<file path="src/rtl/adc_avg_pkg.sv">
`default_nettype none
// ============================================================================
// Module      : adc_avg_pkg
// Description : Shared widths, the result record and the rounding helper
//               used by the ADC channel averager and its result FIFO.
// Revision    : 1.0 - initial release
// ============================================================================
package adc_avg_pkg;

  localparam int ADC_CH_W     = 5;
  localparam int ADC_DATA_W   = 12;
  localparam int DROP_CNT_W   = 8;
  localparam int MAX_LOG2_AVG = 8;
  // Widest possible accumulator total (12 data bits + 8 averaging bits).
  localparam int TOTAL_W      = ADC_DATA_W + MAX_LOG2_AVG;

  typedef struct packed {
    logic [ADC_CH_W-1:0]   channel;
    logic [ADC_DATA_W-1:0] data;
  } adc_result_t;

  // Round-half-up average: (total + 2^(log2n-1)) >> log2n, evaluated one bit
  // wider than the total so the bias cannot wrap, then truncated to 12 bits.
  function automatic logic [ADC_DATA_W-1:0] round_avg(
    input logic [TOTAL_W-1:0] total,
    input int unsigned        log2n
  );
    logic [TOTAL_W:0] w_biased;
    logic [TOTAL_W:0] w_shifted;
    w_biased = {1'b0, total};
    if (log2n != 0) begin
      w_biased = w_biased + ((TOTAL_W+1)'(1) << (log2n - 1));
    end
    w_shifted = w_biased >> log2n;
    return w_shifted[ADC_DATA_W-1:0];
  endfunction

endpackage
`default_nettype wire

</file>
<file path="src/rtl/adc_avg_result_fifo.sv">
`default_nettype none
// ============================================================================
// Module      : adc_avg_result_fifo
// Description : Small synchronous FIFO of averaged results. Drops a push when
//               full unless a pop frees a slot in the same cycle, and reports
//               the drop. When empty the head shows the last popped entry.
// Ports       : clk_clk, reset_reset_n  - clock, async active-low reset
//               clear                   - synchronous flush (pop ignored)
//               push, push_data         - new result
//               pop_ready               - consumer ready
//               head_valid, head_data   - FIFO head (valid = not empty)
//               drop                    - pulse: push discarded (full)
// Revision    : 1.0 - initial release
// ============================================================================
module adc_avg_result_fifo
  import adc_avg_pkg::*;
#(
  parameter int FIFO_DEPTH = 4
) (
  input  logic        clk_clk,
  input  logic        reset_reset_n,
  input  logic        clear,
  input  logic        push,
  input  adc_result_t push_data,
  input  logic        pop_ready,
  output logic        head_valid,
  output adc_result_t head_data,
  output logic        drop
);

  localparam int PTR_W = $clog2(FIFO_DEPTH);

  adc_result_t      r_mem [FIFO_DEPTH];
  adc_result_t      r_last;
  logic [PTR_W:0]   r_wr_ptr;
  logic [PTR_W:0]   r_rd_ptr;

  logic w_empty;
  logic w_full;
  logic w_pop;
  logic w_push;

  // Pointers carry one extra wrap bit to tell full from empty.
  assign w_empty = (r_wr_ptr == r_rd_ptr);
  assign w_full  = (r_wr_ptr[PTR_W] != r_rd_ptr[PTR_W]) &&
                   (r_wr_ptr[PTR_W-1:0] == r_rd_ptr[PTR_W-1:0]);
  assign w_pop   = !w_empty && pop_ready && !clear;
  // A simultaneous pop frees the slot, so a push into a full FIFO survives.
  assign w_push  = push && !clear && (!w_full || w_pop);
  assign drop    = push && !clear && w_full && !w_pop;

  assign head_valid = !w_empty;
  assign head_data  = w_empty ? r_last : r_mem[r_rd_ptr[PTR_W-1:0]];

  always_ff @(posedge clk_clk or negedge reset_reset_n) begin
    if (!reset_reset_n) begin
      r_wr_ptr <= '0;
      r_rd_ptr <= '0;
      r_last   <= '0;
      for (int k = 0; k < FIFO_DEPTH; k++) begin
        r_mem[k] <= '0;
      end
    end else if (clear) begin
      r_wr_ptr <= '0;
      r_rd_ptr <= '0;
    end else begin
      if (w_push) begin
        r_mem[r_wr_ptr[PTR_W-1:0]] <= push_data;
        r_wr_ptr                   <= r_wr_ptr + (PTR_W+1)'(1);
      end
      if (w_pop) begin
        r_last   <= r_mem[r_rd_ptr[PTR_W-1:0]];
        r_rd_ptr <= r_rd_ptr + (PTR_W+1)'(1);
      end
    end
  end

endmodule
`default_nettype wire

</file>
<file path="src/rtl/adc_channel_averager.sv">
`default_nettype none
// ============================================================================
// Module      : adc_channel_averager
// Description : Averages 2^LOG2_AVG ADC samples per tracked channel and
//               streams rounded per-channel averages through a result FIFO.
// Ports       : clk_clk, reset_reset_n      - clock, async active-low reset
//               rsp_valid/channel/data      - ADC sample stream (no stall)
//               rsp_startofpacket/endofpacket - accepted, not used
//               clear                       - synchronous flush
//               avg_valid/ready/channel/data - result stream
//               overflow, err_channel       - sticky status flags
//               drop_count                  - saturating dropped-result count
// Revision    : 1.0 - initial release
// ============================================================================
module adc_channel_averager
  import adc_avg_pkg::*;
#(
  parameter int NUM_CH     = 8,
  parameter int CH_BASE    = 1,
  parameter int LOG2_AVG   = 4,
  parameter int FIFO_DEPTH = 4
) (
  input  logic                  clk_clk,
  input  logic                  reset_reset_n,
  input  logic                  rsp_valid,
  input  logic [ADC_CH_W-1:0]   rsp_channel,
  input  logic [ADC_DATA_W-1:0] rsp_data,
  input  logic                  rsp_startofpacket,
  input  logic                  rsp_endofpacket,
  input  logic                  clear,
  output logic                  avg_valid,
  input  logic                  avg_ready,
  output logic [ADC_CH_W-1:0]   avg_channel,
  output logic [ADC_DATA_W-1:0] avg_data,
  output logic                  overflow,
  output logic                  err_channel,
  output logic [DROP_CNT_W-1:0] drop_count
);

  localparam int SUM_W = ADC_DATA_W + LOG2_AVG;
  // With LOG2_AVG=0 the counter is a single bit pinned at 0, so every
  // sample compares equal to the last count and completes immediately.
  localparam int CNT_W = (LOG2_AVG > 0) ? LOG2_AVG : 1;
  localparam logic [CNT_W-1:0]    C_CNT_LAST = CNT_W'((1 << LOG2_AVG) - 1);
  localparam logic [ADC_CH_W-1:0] C_CH_BASE  = ADC_CH_W'(CH_BASE);

  logic [SUM_W-1:0] r_sum [NUM_CH];
  logic [CNT_W-1:0] r_cnt [NUM_CH];

  logic                  w_in_range;
  logic                  w_accept;
  logic [ADC_CH_W-1:0]   w_idx;
  logic [SUM_W-1:0]      w_sel_sum;
  logic [CNT_W-1:0]      w_sel_cnt;
  logic                  w_complete;
  logic [SUM_W-1:0]      w_total;
  adc_result_t           w_push_entry;
  logic                  w_push;
  adc_result_t           w_head;
  logic                  w_drop;
  logic                  w_unused_sop_eop;

  assign w_unused_sop_eop = rsp_startofpacket ^ rsp_endofpacket;

  assign w_in_range = (int'(rsp_channel) >= CH_BASE) &&
                      (int'(rsp_channel) <  CH_BASE + NUM_CH);
  assign w_accept   = rsp_valid && w_in_range && !clear;
  assign w_idx      = rsp_channel - C_CH_BASE;

  // Select the addressed channel's running state.
  always_comb begin
    w_sel_sum = '0;
    w_sel_cnt = '0;
    for (int k = 0; k < NUM_CH; k++) begin
      if (w_idx == ADC_CH_W'(k)) begin
        w_sel_sum = r_sum[k];
        w_sel_cnt = r_cnt[k];
      end
    end
  end

  assign w_complete = (w_sel_cnt == C_CNT_LAST);
  // The sum of 2^LOG2_AVG 12-bit samples always fits in SUM_W bits.
  assign w_total    = w_sel_sum + SUM_W'(rsp_data);

  assign w_push               = w_accept && w_complete;
  assign w_push_entry.channel = rsp_channel;
  assign w_push_entry.data    = round_avg(TOTAL_W'(w_total), LOG2_AVG);

  always_ff @(posedge clk_clk or negedge reset_reset_n) begin
    if (!reset_reset_n) begin
      for (int k = 0; k < NUM_CH; k++) begin
        r_sum[k] <= '0;
        r_cnt[k] <= '0;
      end
    end else if (clear) begin
      for (int k = 0; k < NUM_CH; k++) begin
        r_sum[k] <= '0;
        r_cnt[k] <= '0;
      end
    end else if (w_accept) begin
      for (int k = 0; k < NUM_CH; k++) begin
        if (w_idx == ADC_CH_W'(k)) begin
          if (w_complete) begin
            r_sum[k] <= '0;
            r_cnt[k] <= '0;
          end else begin
            r_sum[k] <= w_total;
            r_cnt[k] <= r_cnt[k] + CNT_W'(1);
          end
        end
      end
    end
  end

  always_ff @(posedge clk_clk or negedge reset_reset_n) begin
    if (!reset_reset_n) begin
      overflow    <= 1'b0;
      err_channel <= 1'b0;
      drop_count  <= '0;
    end else if (clear) begin
      overflow    <= 1'b0;
      err_channel <= 1'b0;
      drop_count  <= '0;
    end else begin
      if (rsp_valid && !w_in_range) begin
        err_channel <= 1'b1;
      end
      if (w_drop) begin
        overflow <= 1'b1;
        if (drop_count != {DROP_CNT_W{1'b1}}) begin
          drop_count <= drop_count + DROP_CNT_W'(1);
        end
      end
    end
  end

  adc_avg_result_fifo #(
    .FIFO_DEPTH (FIFO_DEPTH)
  ) u_result_fifo (
    .clk_clk       (clk_clk),
    .reset_reset_n (reset_reset_n),
    .clear         (clear),
    .push          (w_push),
    .push_data     (w_push_entry),
    .pop_ready     (avg_ready),
    .head_valid    (avg_valid),
    .head_data     (w_head),
    .drop          (w_drop)
  );

  assign avg_channel = w_head.channel;
  assign avg_data    = w_head.data;

endmodule
`default_nettype wire
</file>
<file path="config.mk">
export PLATFORM = sky130hd
export DESIGN_NAME = adc_channel_averager
export DESIGN_NICKNAME = d
export VERILOG_FILES = /design/src/rtl/adc_avg_pkg.sv /design/src/rtl/adc_avg_result_fifo.sv /design/src/rtl/adc_channel_averager.sv
export SDC_FILE = /design/constraint.sdc
export NUM_CORES = 1
export LEC_CHECK = 0
export ABC_AREA = 1
export CORE_MARGIN = 2
export CORE_UTILIZATION = 65
export CTS_BUF_LIST = sky130_fd_sc_hd__clkbuf_8
export DETAILED_ROUTE_END_ITERATION = 7
export PLACE_DENSITY = 0.81
export SYNTH_ARGS = -nofsm -noshare
export SYNTH_HDL_FRONTEND = slang
export SYNTH_SLANG_ARGS = --single-unit
export TNS_END_PERCENT = 10
</file>
<file path="constraint.sdc">
create_clock -name clk_clk -period 8.6 [get_ports clk_clk]
set_input_delay 1.29 -clock clk_clk [delete_from_list [all_inputs] [get_ports clk_clk]]
set_output_delay 1.29 -clock clk_clk [all_outputs]
set_load 0.02 [all_outputs]
</file>
[Word-level counts from Yosys, hierarchy flattened]
Cells that the tools add are included.
Cells by class
  bitwise operators: 3
  reductions and logical operators: 45
  multiplexer cells: 63
  eq/ne operators: 12
  order comparisons: 5
  add/sub/neg operators: 14
Operators with widths (count)
  two-way mux 16 bit: 17
  two-way mux 128 bit: 2
  two-way mux 4 bit: 24
  bitwise mux 68 bit: 1
  two-way mux 17 bit: 4
  two-way mux 32 bit: 2
  binary-select mux 17 bit (select 2 bit): 1
  demux 17 bit (select 2 bit): 1
  adder 4 x 1 -> 4 bit (second input constant): 8
  nonzero test 2 bit: 14
  two-way mux 8 bit: 3
  AND reduction 2 bit: 11
  equality test 5 x 3 -> 1 bit (second input constant): 4
  adder 16 x 12 -> 16 bit: 1
  adder 16 x 4 -> 16 bit (second input constant): 1
  logical AND 1 bit: 13
  two-way mux 3 bit: 4
  equality test 5 x 2 -> 1 bit (second input constant): 2
  adder 8 x 1 -> 8 bit (second input constant): 1
  != test 8 bit (second input constant): 1
  adder 3 x 1 -> 3 bit (second input constant): 2
  >= comparator 3 bit (second input constant): 2
  NOT 2 -> 3 bit: 2
  equality test 5 x 1 -> 1 bit (second input constant): 1
  13 further kinds: 20
Word-level totals
  output and inout bits: 28
  input bits: 24
  register bits after elaboration: 261
  logic and storage cells: 173

[Logic depth before layout (Yosys ltp)]
Gate-level depths: netlist of the first run.
  depth after elaboration: 17
  gate-level depth with buffers: 33
  depth with buffers taken out: 31

[Hierarchy]
A second synthesis of the first run with hierarchy kept.
Second synthesis, totals
  cell total of the unflattened synthesis: 1709
  area, all modules: 13472.9 um^2
Modules (own cells, without submodules)
  adc_channel_averager: area an instance 8903.5 um^2, cells an instance 1147, sequential area each 4254.1 um^2, times used 1
  adc_avg_result_fifo: area an instance 4569.4 um^2, cells an instance 562, sequential area each 2277.2 um^2, times used 1

[Worst setup path after synthesis of the first run]
Ideal clock, no wire load.
  path kind: input -> register
  start point: input port rsp_channel[2]
  end point: register u_result_fifo.r_mem[11] (netlist name)
  slack: 3.624 ns
  setup time: 0.117 ns
  buffers on the path: 2
  data arrival time: 4.859 ns
  stages on the path: 33
  data required time: 8.483 ns
  cell sequence: nor2_2 > inv_1 > nand2_1 > buf_2 > nand3_2 > inv_1 > clkbuf_1 > nand2_1 > nand4_1 > a21oi_1 > nand2_1 > o21ai_0 > nand2_1 > ha_1 > inv_1 > fa_1 > inv_1 > nand3_1 > nand2_1 > nand2_1 > nand2_1 > ha_1 > nand3_1 > nor2_1 > nand3_1 > nor2_1 > inv_1 > nor2_1 > nand2_1 > nor2_1 > nand2_1 > nand3_1 > nand2_1
On the way
  word-level cells in the longest chain between the ends: 15
  elaborated cells between the ends (all ways): 38
  those cells by class: add/sub: 3; order compare: 2; eq/ne: 8; mux: 17; reduce/logical: 8
RTL lines
  start, declared: line adc_channel_averager.sv:26  | input logic [ADC_CH_W-1:0] rsp_channel,
  parallel branches: the longest is 15 deep, another holds adder 16 x 12 -> 16 bit
  end signal, assigned by index: line adc_avg_result_fifo.sv:68  | r_mem[r_wr_ptr[PTR_W-1:0]] <= push_data;
  end, declared: line adc_avg_result_fifo.sv:33  | adc_result_t r_mem [FIFO_DEPTH];
Parallel ways; which one is timed is not known.
A chain may end at the register's enable or synchronous reset.

[Worst setup path in the final report of the first run]
  start point: input port rsp_channel[0]
  end point: register u_result_fifo.r_mem[26] (netlist name)
The elaborated chain is that of the path after synthesis.

==> impl_metrics.json, run 1 <==
{
  "critPathCaptureType": "flop",
  "period_needed_ps": 6269,
  "wl_per_cell_um": 16.19,
  "p_sw_uw": 872.0,
  "gp_congestion": 0.8679,
  "ant_nets": 0,
  "worstReg2RegEnd": "u_result_fifo.r_mem[26]",
  "hold_class": "flop to flop",
  "synthAdderAreaFrac_pct": 3.054,
  "synthCells": 1679,
  "synth_top_family_by_area": "simple AND/OR/NAND/NOR gates",
  "internal_power_mw": 2.173,
  "fin_crit_sh_pct": 72.90,
  "fmax_mhz": 159.5,
  "syn_nets": 1735,
  "drt_iter0_drc": 842,
  "required_ps": 9080,
  "synth.area.mux_share_pct": 0.4497,
  "worst-slew-pin-transition_ps": 1187,
  "die_h_um": 147.3,
  "crit_top_cell": "nand2_1",
  "synth_xor_area_share_pct": 2.230,
  "fin_area_um2": 14960,
  "synth-simple-area-share_pct": 27.08,
  "synth_area_leaders": "dfrtp_1 49%, nand2_1 16%, o21ai_0 8.2%",
  "cts_setup_buffers": 0,
  "start_util_pct": 66.22,
  "status": "complete, no violations",
  "yosys_warnings": 0,
  "sw_frac_of_total_pct": 28.64,
  "hold_end": "u_result_fifo.r_mem[16]",
  "cts_num_sinks": 261,
  "cp.arrival_ps": 6750,
  "nets": 1775,
  "synth_compound_area_share_pct": 12.63,
  "vias": 11560,
  "clk_latency_ps": 550,
  "critical_path_class": "input port to flop",
  "rows": 52,
  "reg2reg_depth": 25,
  "rsz0062_at_grt": "false",
  "skew_ps": 14.37,
  "synth_top_cell_area_share_pct": 48.90,
  "antenna_cells": 0,
  "placed_cell_area_um2": 14020,
  "synth_area_um2": 13360,
  "htree_num_levels": 2,
  "ys_async_sr_fraction_pct": 100.0,
  "cts-buffers-inserted": 44,
  "ctsResizeCount": 0,
  "drive_above_1_share_pct": 7.767,
  "cts_max_path_buffers": 3,
  "powerDensity_nw_per_um2": 203.6,
  "drv_slew": 0,
  "dp.final_hpwl_um": 21340,
  "totalWireLength_um": 32710,
  "design.die.area_um2": 21710,
  "grt.overflow.total": 0,
  "leakagePower_nw": 7.377,
  "grt_first_pass_wirelength_um": 54880,
  "fillers": 1577,
  "cts-hold-fix-buffers": 0,
  "dr.pass1.iters": 5,
  "finalSetupViolCount": 0,
  "rrSetupSlack_ps": 4700,
  "hold_violations": 0,
  "grt_start_max_net_pins": 132,
  "tns_ps": 0,
  "syn_to_final_growth_pct": 12.01,
  "hold_depth": 2,
  "die_w_um": 147.3,
  "yosysSeqAreaShare_pct": 48.90,
  "ios": 52,
  "syn_avg_cell_area_um2": 7.954,
  "maxCapViolCount": 0,
  "synth.distinct_cells": 46,
  "grt_pass1_vias": 10920,
  "remaining_drc_errors": 0,
  "clk_pin_slew_worst_paths_ps": 60,
  "core_um2": 20170,
  "slowest_stage": "clkdlybuf4s50_1",
  "critPathLaunchType": "input port",
  "cts_tree": "built",
  "avgViaCountPerCell": 5.720,
  "vdd_drop_max_mv": 0.2039,
  "cts_root_buf": "clkbuf_8",
  "yosys_register_bits": 261,
  "power.share.clock_pct": 38.1,
  "maxSlewHeadroom_pct": 20.78,
  "worst_hold_startpoint": "u_result_fifo.r_mem[16]",
  "grt_use_total_pct": 31.16,
  "synth_edf_count": 0,
  "critPathMaxStageDelay_ps": 610,
  "crit_fanout": 14,
  "antenna_found_initial": 0,
  "pwr-share-comb_pct": 16.1,
  "r2r_start": "r_sum[80]",
  "io_buffers": 49,
  "synthFlopType": "dfrtp_1",
  "synth_top_area_cell": "dfrtp_1",
  "pwr-share-seq_pct": 45.8
}
power groups by stage:
stage | Clock, mW | Combinational, mW | Sequential [mW]
floorplan | 0 | 0.301 | 1.40
CTS | 1.17 | 0.491 | 1.39
detailed placement | 0 | 0.487 | 1.41
global placement | 0 | 0.477 | 1.41
finish | 1.16 | 0.491 | 1.39
global route | 1.23 | 0.549 | 1.40
Yosys cell counts, types with 2 or more instances:
cell and count:
inv_2 8, xnor2_1 14, nor2_4 5, nor2_2 3, xor2_1 20, nand3b_1 3
nand3_2 7, mux2i_1 6, nor2_8 4, a31oi_1 8, o21ai_1 35, nand2_1 559
o22ai_1 27, nor3_1 8, o2111ai_1 2, dfrtp_1 261, buf_2 12, nand3_1 69
clkbuf_1 53, o32ai_1 2, a22o_1 2, ha_1 31, inv_1 117, nand2_2 13
nor2_1 107, o21ai_0 218, and3_1 2, nand4_2 5, a21oi_1 23, nand4_1 38
or2_0 2
layout make-up:
class	instances	area, um2	area share [%]
Clock buffer	58	798.3	5.336
Clock inverter	20	141.4	0.9451
Inverter	126	473.0	3.162
Multi-Input combinational cell	1224	6085	40.67
Sequential cell	261	6531	43.66
Tap cell	270	337.8	2.258
Timing Repair Buffer	62	593.1	3.965
metal layers:
layer | wire length, um | vias to the layer above | GRT usage [%]
met2 | 15840 | 367 | 51.68
met4 | 893 | 0 | 9.856
li1 | - | 5572 | -
met1 | 14240 | 5557 | 43.20
met3 | 1733 | 65 | 4.099
met5 | 0 | - | 0
flip-flops by register name (all words and copies together), names as in the netlist:
register                cells
u_result_fifo.r_rd_ptr      3
r_cnt                      32
u_result_fifo.r_mem        68
overflow                    1
u_result_fifo.r_last       17
r_sum                     128
u_result_fifo.r_wr_ptr      3
err_channel                 1
drop_count                  8
layout by cell type (no fill, tap or decap), drive strengths merged, types with 6 or more instances in the layout:
master,netlist,routed
dfrtp,261,261
nand4,44,44
clkdlybuf4s50,0,48
o22ai,27,27
a31oi,8,8
clkinv,1,6
xnor2,14,14
o21ai,253,253
ha,31,31
mux2i,6,6
nand2,573,573
nor3,8,8
nand3,77,77
inv,125,136
xor2,20,20
nor2,119,119
a21oi,23,23
buf,15,14
clkbuf,53,58
through the flow:
stage | util [%] | hold WS, ps | cells | power (mW) | worst slack [ps]
final | 74.17 | 465.1 | 2021 | 3.045 | 2331
after global routing | 74.17 | 492.7 | 2021 | 3.181 | 1930
after global placement | 69.51 | 444.4 | 1943 | 1.886 | 2065
after detailed placement | 69.51 | 447.5 | 1943 | 1.901 | 1930
after floorplan | - | 430.9 | 1679 | 1.702 | 3624
after CTS | 74.17 | 467.9 | 2021 | 3.054 | 2472
cells by family (layout without fill, tap and decap cells):
group / Yosys count / count (layout)
AO/OA/AOI/OAI: 321 / 321
flip-flops: 261 / 261
adder cells (fa/ha/maj): 32 / 32
AND/OR/NAND/NOR: 831 / 831
multiplexers: 6 / 6
buffers and inverters: 194 / 266
XOR/XNOR: 34 / 34
worst max-delay path by stage:
stage                    from                       to  slack (ps)  cells past startpoint
2_1_floorplan  rsp_channel[2]  u_result_fifo.r_mem[11]        3620                     33
6_report       rsp_channel[0]  u_result_fifo.r_mem[26]        2330                     31
5_1_grt        rsp_channel[0]  u_result_fifo.r_mem[11]        1930                     32
3_3_place_gp   rsp_channel[0]   u_result_fifo.r_mem[9]        2060                     27
3_5_place_dp   rsp_channel[0]  u_result_fifo.r_mem[26]        1930                     27
4_1_cts        rsp_channel[0]  u_result_fifo.r_mem[26]        2470                     31
critical path: cells and delay by family:
kind / cells / cell delay [ps]
fa+ha+maj: 3 / 850
compound gates: 2 / 170
buf+inv: 5 / 1390
simple gates: 21 / 3030
Note: power is estimated with default switching activity, not from simulation.
==> run 2, diff against run 1 <==
--- a/config.mk
+++ b/config.mk
@@ -7,10 +7,10 @@
 export LEC_CHECK = 0
 export ABC_AREA = 1
 export CORE_MARGIN = 2
-export CORE_UTILIZATION = 65
+export CORE_UTILIZATION = 63
 export CTS_BUF_LIST = sky130_fd_sc_hd__clkbuf_8
 export DETAILED_ROUTE_END_ITERATION = 7
-export PLACE_DENSITY = 0.81
+export PLACE_DENSITY = 0.79
 export SYNTH_ARGS = -nofsm -noshare
 export SYNTH_HDL_FRONTEND = slang
 export SYNTH_SLANG_ARGS = --single-unit
==> constraint.sdc (replaced) <==
create_clock -name clk_clk -period 6 [get_ports clk_clk]
set_input_delay 0.9 -clock clk_clk [delete_from_list [all_inputs] [get_ports clk_clk]]
set_output_delay 0.9 -clock clk_clk [all_outputs]
set_load 0.02 [all_outputs]
==> impl_metrics.json, run 2 (same netlist as run 1, synthesis figures left out) <==
{
  "avgViaCountPerCell": 5.632,
  "skew_ps": 17.36,
  "critPathLaunchType": "input port",
  "finalSetupViolCount": 0,
  "fin_crit_sh_pct": 88.36,
  "critPathMaxStageDelay_ps": 630,
  "maxCapViolCount": 0,
  "ctsResizeCount": 0,
  "top_register": "r_sum",
  "rsz0062_at_grt": "false",
  "grt_use_total_pct": 30.66,
  "crit_family": "simple AND/OR/NAND/NOR gates",
  "finalPower_mw": 4.178,
  "top_regs": "r_sum x128, u_result_fifo.r_mem x68, r_cnt x32",
  "cts_num_sinks": 261,
  "status": "complete, no violations",
  "fin_util_pct": 71.80,
  "drt_iter0_drc": 1011,
  "multi_input_area_um2": 6085,
  "hold_violations": 0,
  "maxSlewHeadroom_pct": 18.35,
  "wl_per_cell_um": 16.21,
  "layout_common_cells": "559 x nand2_1, 261 x dfrtp_1, 218 x o21ai_0, 138 x inv_1, 101 x nor2_1",
  "critical_path_class": "input port to flop",
  "cts_tree": "built",
  "design.die.area_um2": 22380,
  "largest_register_ffs": 128,
  "hold_class": "input port to asynchronous set/reset pin",
  "cts_root_buf": "clkbuf_8",
  "antenna_found_initial": 0,
  "cts-buffers-inserted": 43,
  "powerDensity_nw_per_um2": 278.5,
  "slowest_stage": "clkdlybuf4s50_1",
  "ant_nets": 0,
  "vdd_drop_max_mv": 0.2206,
  "gp_congestion": 0.9065,
  "grt.overflow.total": 0,
  "fillers": 1705,
  "antenna_cells": 0,
  "dr.pass1.iters": 7,
  "path_buf_inv": 6,
  "cts-hold-fix-buffers": 0,
  "totalWireLength_um": 33130,
  "dp.final_hpwl_um": 22060,
  "start_util_pct": 63.94,
  "worst-slew-pin-transition_ps": 1223,
  "grt_pass1_vias": 10830,
  "tns_ps": 0,
  "critPathCaptureType": "flop",
  "die_w_um": 149.6,
  "crit_fanout": 14,
  "grt_first_pass_wirelength_um": 54770,
  "htree_num_levels": 2,
  "ios": 52,
  "remaining_drc_errors": 0,
  "syn_to_final_growth_pct": 12.30,
  "die_h_um": 149.6,
  "vias": 11510,
  "grt_start_max_net_pins": 157,
  "leakagePower_nw": 7.443,
  "final_common_cell": "nand2_1",
  "fmax_mhz": 188.6,
  "io_buffers": 49,
  "drv_slew": 0,
  "required_ps": 6490,
  "core_um2": 20890,
  "clk_pin_slew_worst_paths_ps": 60,
  "period_needed_ps": 5301,
  "cp.arrival_ps": 5790,
  "cts_max_path_buffers": 3,
  "regArea_um2": 6531,
  "cts_setup_buffers": 0,
  "clk_latency_ps": 560,
  "drive_above_1_share_pct": 8.140,
  "nets": 1794,
  "rows": 53
}
[run 2: cell count changes in the layout (fill, tap and decap cells not counted), sizes merged]
cell / previous run / this run
bufinv: 2 / 0
clkinv: 6 / 2
clkbuf: 58 / 51
buf: 14 / 34
inv: 136 / 147
[run 2: final cells by class]
cell class / instances / area share (%)
well taps: 275 / 2.294
flip-flops and latches: 261 / 43.55
clock inverters: 25 / 0.7174
multi-input cells: 1224 / 40.57
clock buffers: 51 / 4.680
inverters: 126 / 3.153
repair buffers: 82 / 5.039
[run 2: path summary, 6_finish.rpt]
path | from | endpoint | slack (ps) | cells past startpoint
hold / removal | reset_reset_n | r_cnt[16] | 380 | 1
setup / recovery | rsp_channel[0] | u_result_fifo.r_mem[60] | 700 | 27
setup reg to reg | r_sum[113] | u_result_fifo.r_mem[60] | 2240 | 24
max in group asynchronous | reset_reset_n | r_sum[11] | 4280 | 2
min in group clk_clk | u_result_fifo.r_mem[33] | u_result_fifo.r_mem[33] | 460 | 2
hold reg to reg | u_result_fifo.r_mem[33] | u_result_fifo.r_mem[33] | 460 | 2
[run 2: metal layers]
metal  vias up  GRT usage, %  part of all wire (%)
met5         -             0                     0
met4         0         10.14                   2.1
met3        59         3.689                   5.5
met2       333         49.86                    48
met1      5502         43.20                    44
li1       5618             -                     -
[run 2: report_power, final]
part           switching [mW]  internal (mW)  leakage [nW]
clock network           0.697          0.770         0.487
registers              0.0750           1.92          3.52
logic                   0.461          0.254          3.44
total                    1.23           2.95          7.44
[run 2: through the flow]
step | area (um2) | hold slack, ps | std cells | setup WS [ps]
final | 15000 | 383.5 | 2044 | 698.6
after global routing | 15000 | 432.6 | 2044 | 286.7
after CTS | 15000 | 408.5 | 2044 | 797.3
after detailed placement | 14190 | 448.1 | 1968 | 253.8
after global placement | 14190 | 444.4 | 1968 | 401.7
after floorplan | 13360 | 430.9 | 1679 | 1414
==> run 3, diff against run 2 <==
--- a/config.mk
+++ b/config.mk
@@ -11,6 +11,8 @@
 export CTS_BUF_LIST = sky130_fd_sc_hd__clkbuf_8
 export DETAILED_ROUTE_END_ITERATION = 7
 export PLACE_DENSITY = 0.79
+export REMOVE_ABC_BUFFERS = 1
+export SLEW_MARGIN = 20
 export SYNTH_ARGS = -nofsm -noshare
 export SYNTH_HDL_FRONTEND = slang
 export SYNTH_SLANG_ARGS = --single-unit
==> impl_metrics.json, run 3 (same netlist as run 1, synthesis figures left out) <==
{
  "period_needed_ps": 5203,
  "maxCapViolCount": 0,
  "fillers": 1684,
  "gp_congestion": 0.8448,
  "hold_violations": 0,
  "ctsResizeCount": 0,
  "tns_ps": 0,
  "clk_latency_ps": 560,
  "whs_ps": 224.7,
  "antenna_cells": 0,
  "finalSetupViolCount": 0,
  "cts_max_path_buffers": 3,
  "grt_start_max_net_pins": 135,
  "internal_power_mw": 3.022,
  "hold_class": "input port to asynchronous set/reset pin",
  "p_sw_mw": 1.228,
  "vias": 11500,
  "wl_per_cell_um": 15.96,
  "largest_register_ffs": 128,
  "layout_common_cells": "559 x nand2_1, 261 x dfrtp_1, 218 x o21ai_0, 136 x inv_1, 101 x nor2_1",
  "status": "complete, no violations",
  "start_util_pct": 63.94,
  "cts_root_buf": "clkbuf_8",
  "htree_num_levels": 2,
  "core_um2": 20890,
  "critical_path_class": "input port to flop",
  "antenna_found_initial": 0,
  "die_h_um": 149.6,
  "nets": 1791,
  "cp.arrival_ps": 5690,
  "powerDensity_nw_per_um2": 282.4,
  "rsz0062_at_grt": "false",
  "design.die.area_um2": 22380,
  "avgViaCountPerCell": 5.643,
  "grt_first_pass_wirelength_um": 54050,
  "skew_ps": 22.41,
  "cts-hold-fix-buffers": 0,
  "pwr-share-comb_pct": 16.8,
  "grt_use_total_pct": 30.20,
  "grt_pass1_vias": 10890,
  "cts_num_sinks": 261,
  "maxSlewHeadroom_pct": 32.49,
  "syn_to_final_growth_pct": 12.69,
  "vdd_drop_max_mv": 0.1822,
  "drv_slew": 0,
  "dp.final_hpwl_um": 21990,
  "dr.pass1.iters": 5,
  "slowest_stage": "clkdlybuf4s50_1",
  "ant_nets": 0,
  "critPathCaptureType": "flop",
  "critPathMaxStageDelay_ps": 600,
  "grt.overflow.total": 0,
  "worst-slew-pin-transition_ps": 1006,
  "top_regs": "r_sum x128, u_result_fifo.r_mem x68, r_cnt x32",
  "fin_util_pct": 72.05,
  "cts-buffers-inserted": 44,
  "remaining_drc_errors": 0,
  "leakagePower_nw": 7.450,
  "drive_above_1_share_pct": 7.941,
  "drt_iter0_drc": 847,
  "rows": 53,
  "clk_pin_slew_worst_paths_ps": 60,
  "io_buffers": 49,
  "fmax_mhz": 192.2,
  "power.share.clock_pct": 36.3,
  "crit_fanout": 9,
  "cts_setup_buffers": 0,
  "die_w_um": 149.6,
  "critPathLaunchType": "input port",
  "required_ps": 6490,
  "sw_frac_of_total_pct": 28.90,
  "pwr-share-seq_pct": 47.0,
  "ios": 52,
  "cts_tree": "built",
  "final_common_cell": "nand2_1",
  "totalWireLength_um": 32520,
  "top_register": "r_sum",
  "fin_crit_sh_pct": 86.72
}
==> run 3: cell count changes in the layout (fill, tap and decap cells not counted), moves of 2 or more <==
cell       delta
buf_4         -5
nor2_2        -5
nor2_4        +5
bufinv_16     +2
inv_1         -2
==> run 3: path summary, 6_finish.rpt <==
kind / start / endpoint / slack (ps) / cells after the start
max: rsp_channel[0] / u_result_fifo.r_mem[43] / 800 / 26
max reg2reg: r_sum[80] / u_result_fifo.r_mem[43] / 2330 / 25
min reg2reg: u_result_fifo.r_mem[50] / u_result_fifo.r_mem[50] / 460 / 2
min in group clk_clk: u_result_fifo.r_mem[50] / u_result_fifo.r_mem[50] / 460 / 2
min: reset_reset_n / u_result_fifo.r_last[13] / 220 / 1
max in group asynchronous: reset_reset_n / r_sum[116] / 4750 / 2
==> run 3: cell type report <==
| type | count | area (um2) | share of cell area (%) |
|---|---|---|---|
| sequential | 261 | 6531 | 43.40 |
| multi-input combinational | 1224 | 6110 | 40.59 |
| timing repair buffer | 78 | 745.7 | 4.955 |
| clock buffer | 50 | 688.2 | 4.572 |
| inverter | 126 | 473.0 | 3.142 |
| tap | 275 | 344.1 | 2.286 |
| clock inverter | 24 | 158.9 | 1.056 |
==> run 3: routing by layer <==
metal  wire length (um)  track usage [%]
met4                769            9.000
met5                  0                0
met2              16080            51.79
met3               1669            4.116
met1              14000            40.27
==> run 3: per-stage QoR <==
stage | total power [mW] | area (um2) | std cells | setup WS [ps]
2_1_floorplan | 2.429 | 13070 | 1611 | 1143
6_report | 4.250 | 15050 | 2038 | 797.0
3_5_place_dp | 2.730 | 14150 | 1963 | 329.8
5_1_grt | 4.454 | 15050 | 2038 | 302.3
4_1_cts | 4.264 | 15000 | 2037 | 901.0
3_3_place_gp | 2.708 | 14150 | 1963 | 435.7
==> run 3: critical path: cells and delay by family <==
kind | cells | cell delay (ps)
AOI/OAI and AO/OA | 3 | 590
xor gates and xnor gates | 1 | 240
adders and majority gates | 2 | 540
buffers and inverters | 4 | 1070
and+or+nand+nor | 16 | 2360
==> run 3: power groups by stage <==
| stage | registers (mW) | clock network [mW] | logic [mW] |
|---|---|---|---|
| final | 2.00 | 1.54 | 0.713 |
| after global routing | 2.01 | 1.64 | 0.799 |
| after CTS | 1.99 | 1.56 | 0.710 |
| after detailed placement | 2.02 | 0 | 0.705 |
| after global placement | 2.02 | 0 | 0.689 |
| after floorplan | 2.01 | 0 | 0.419 |
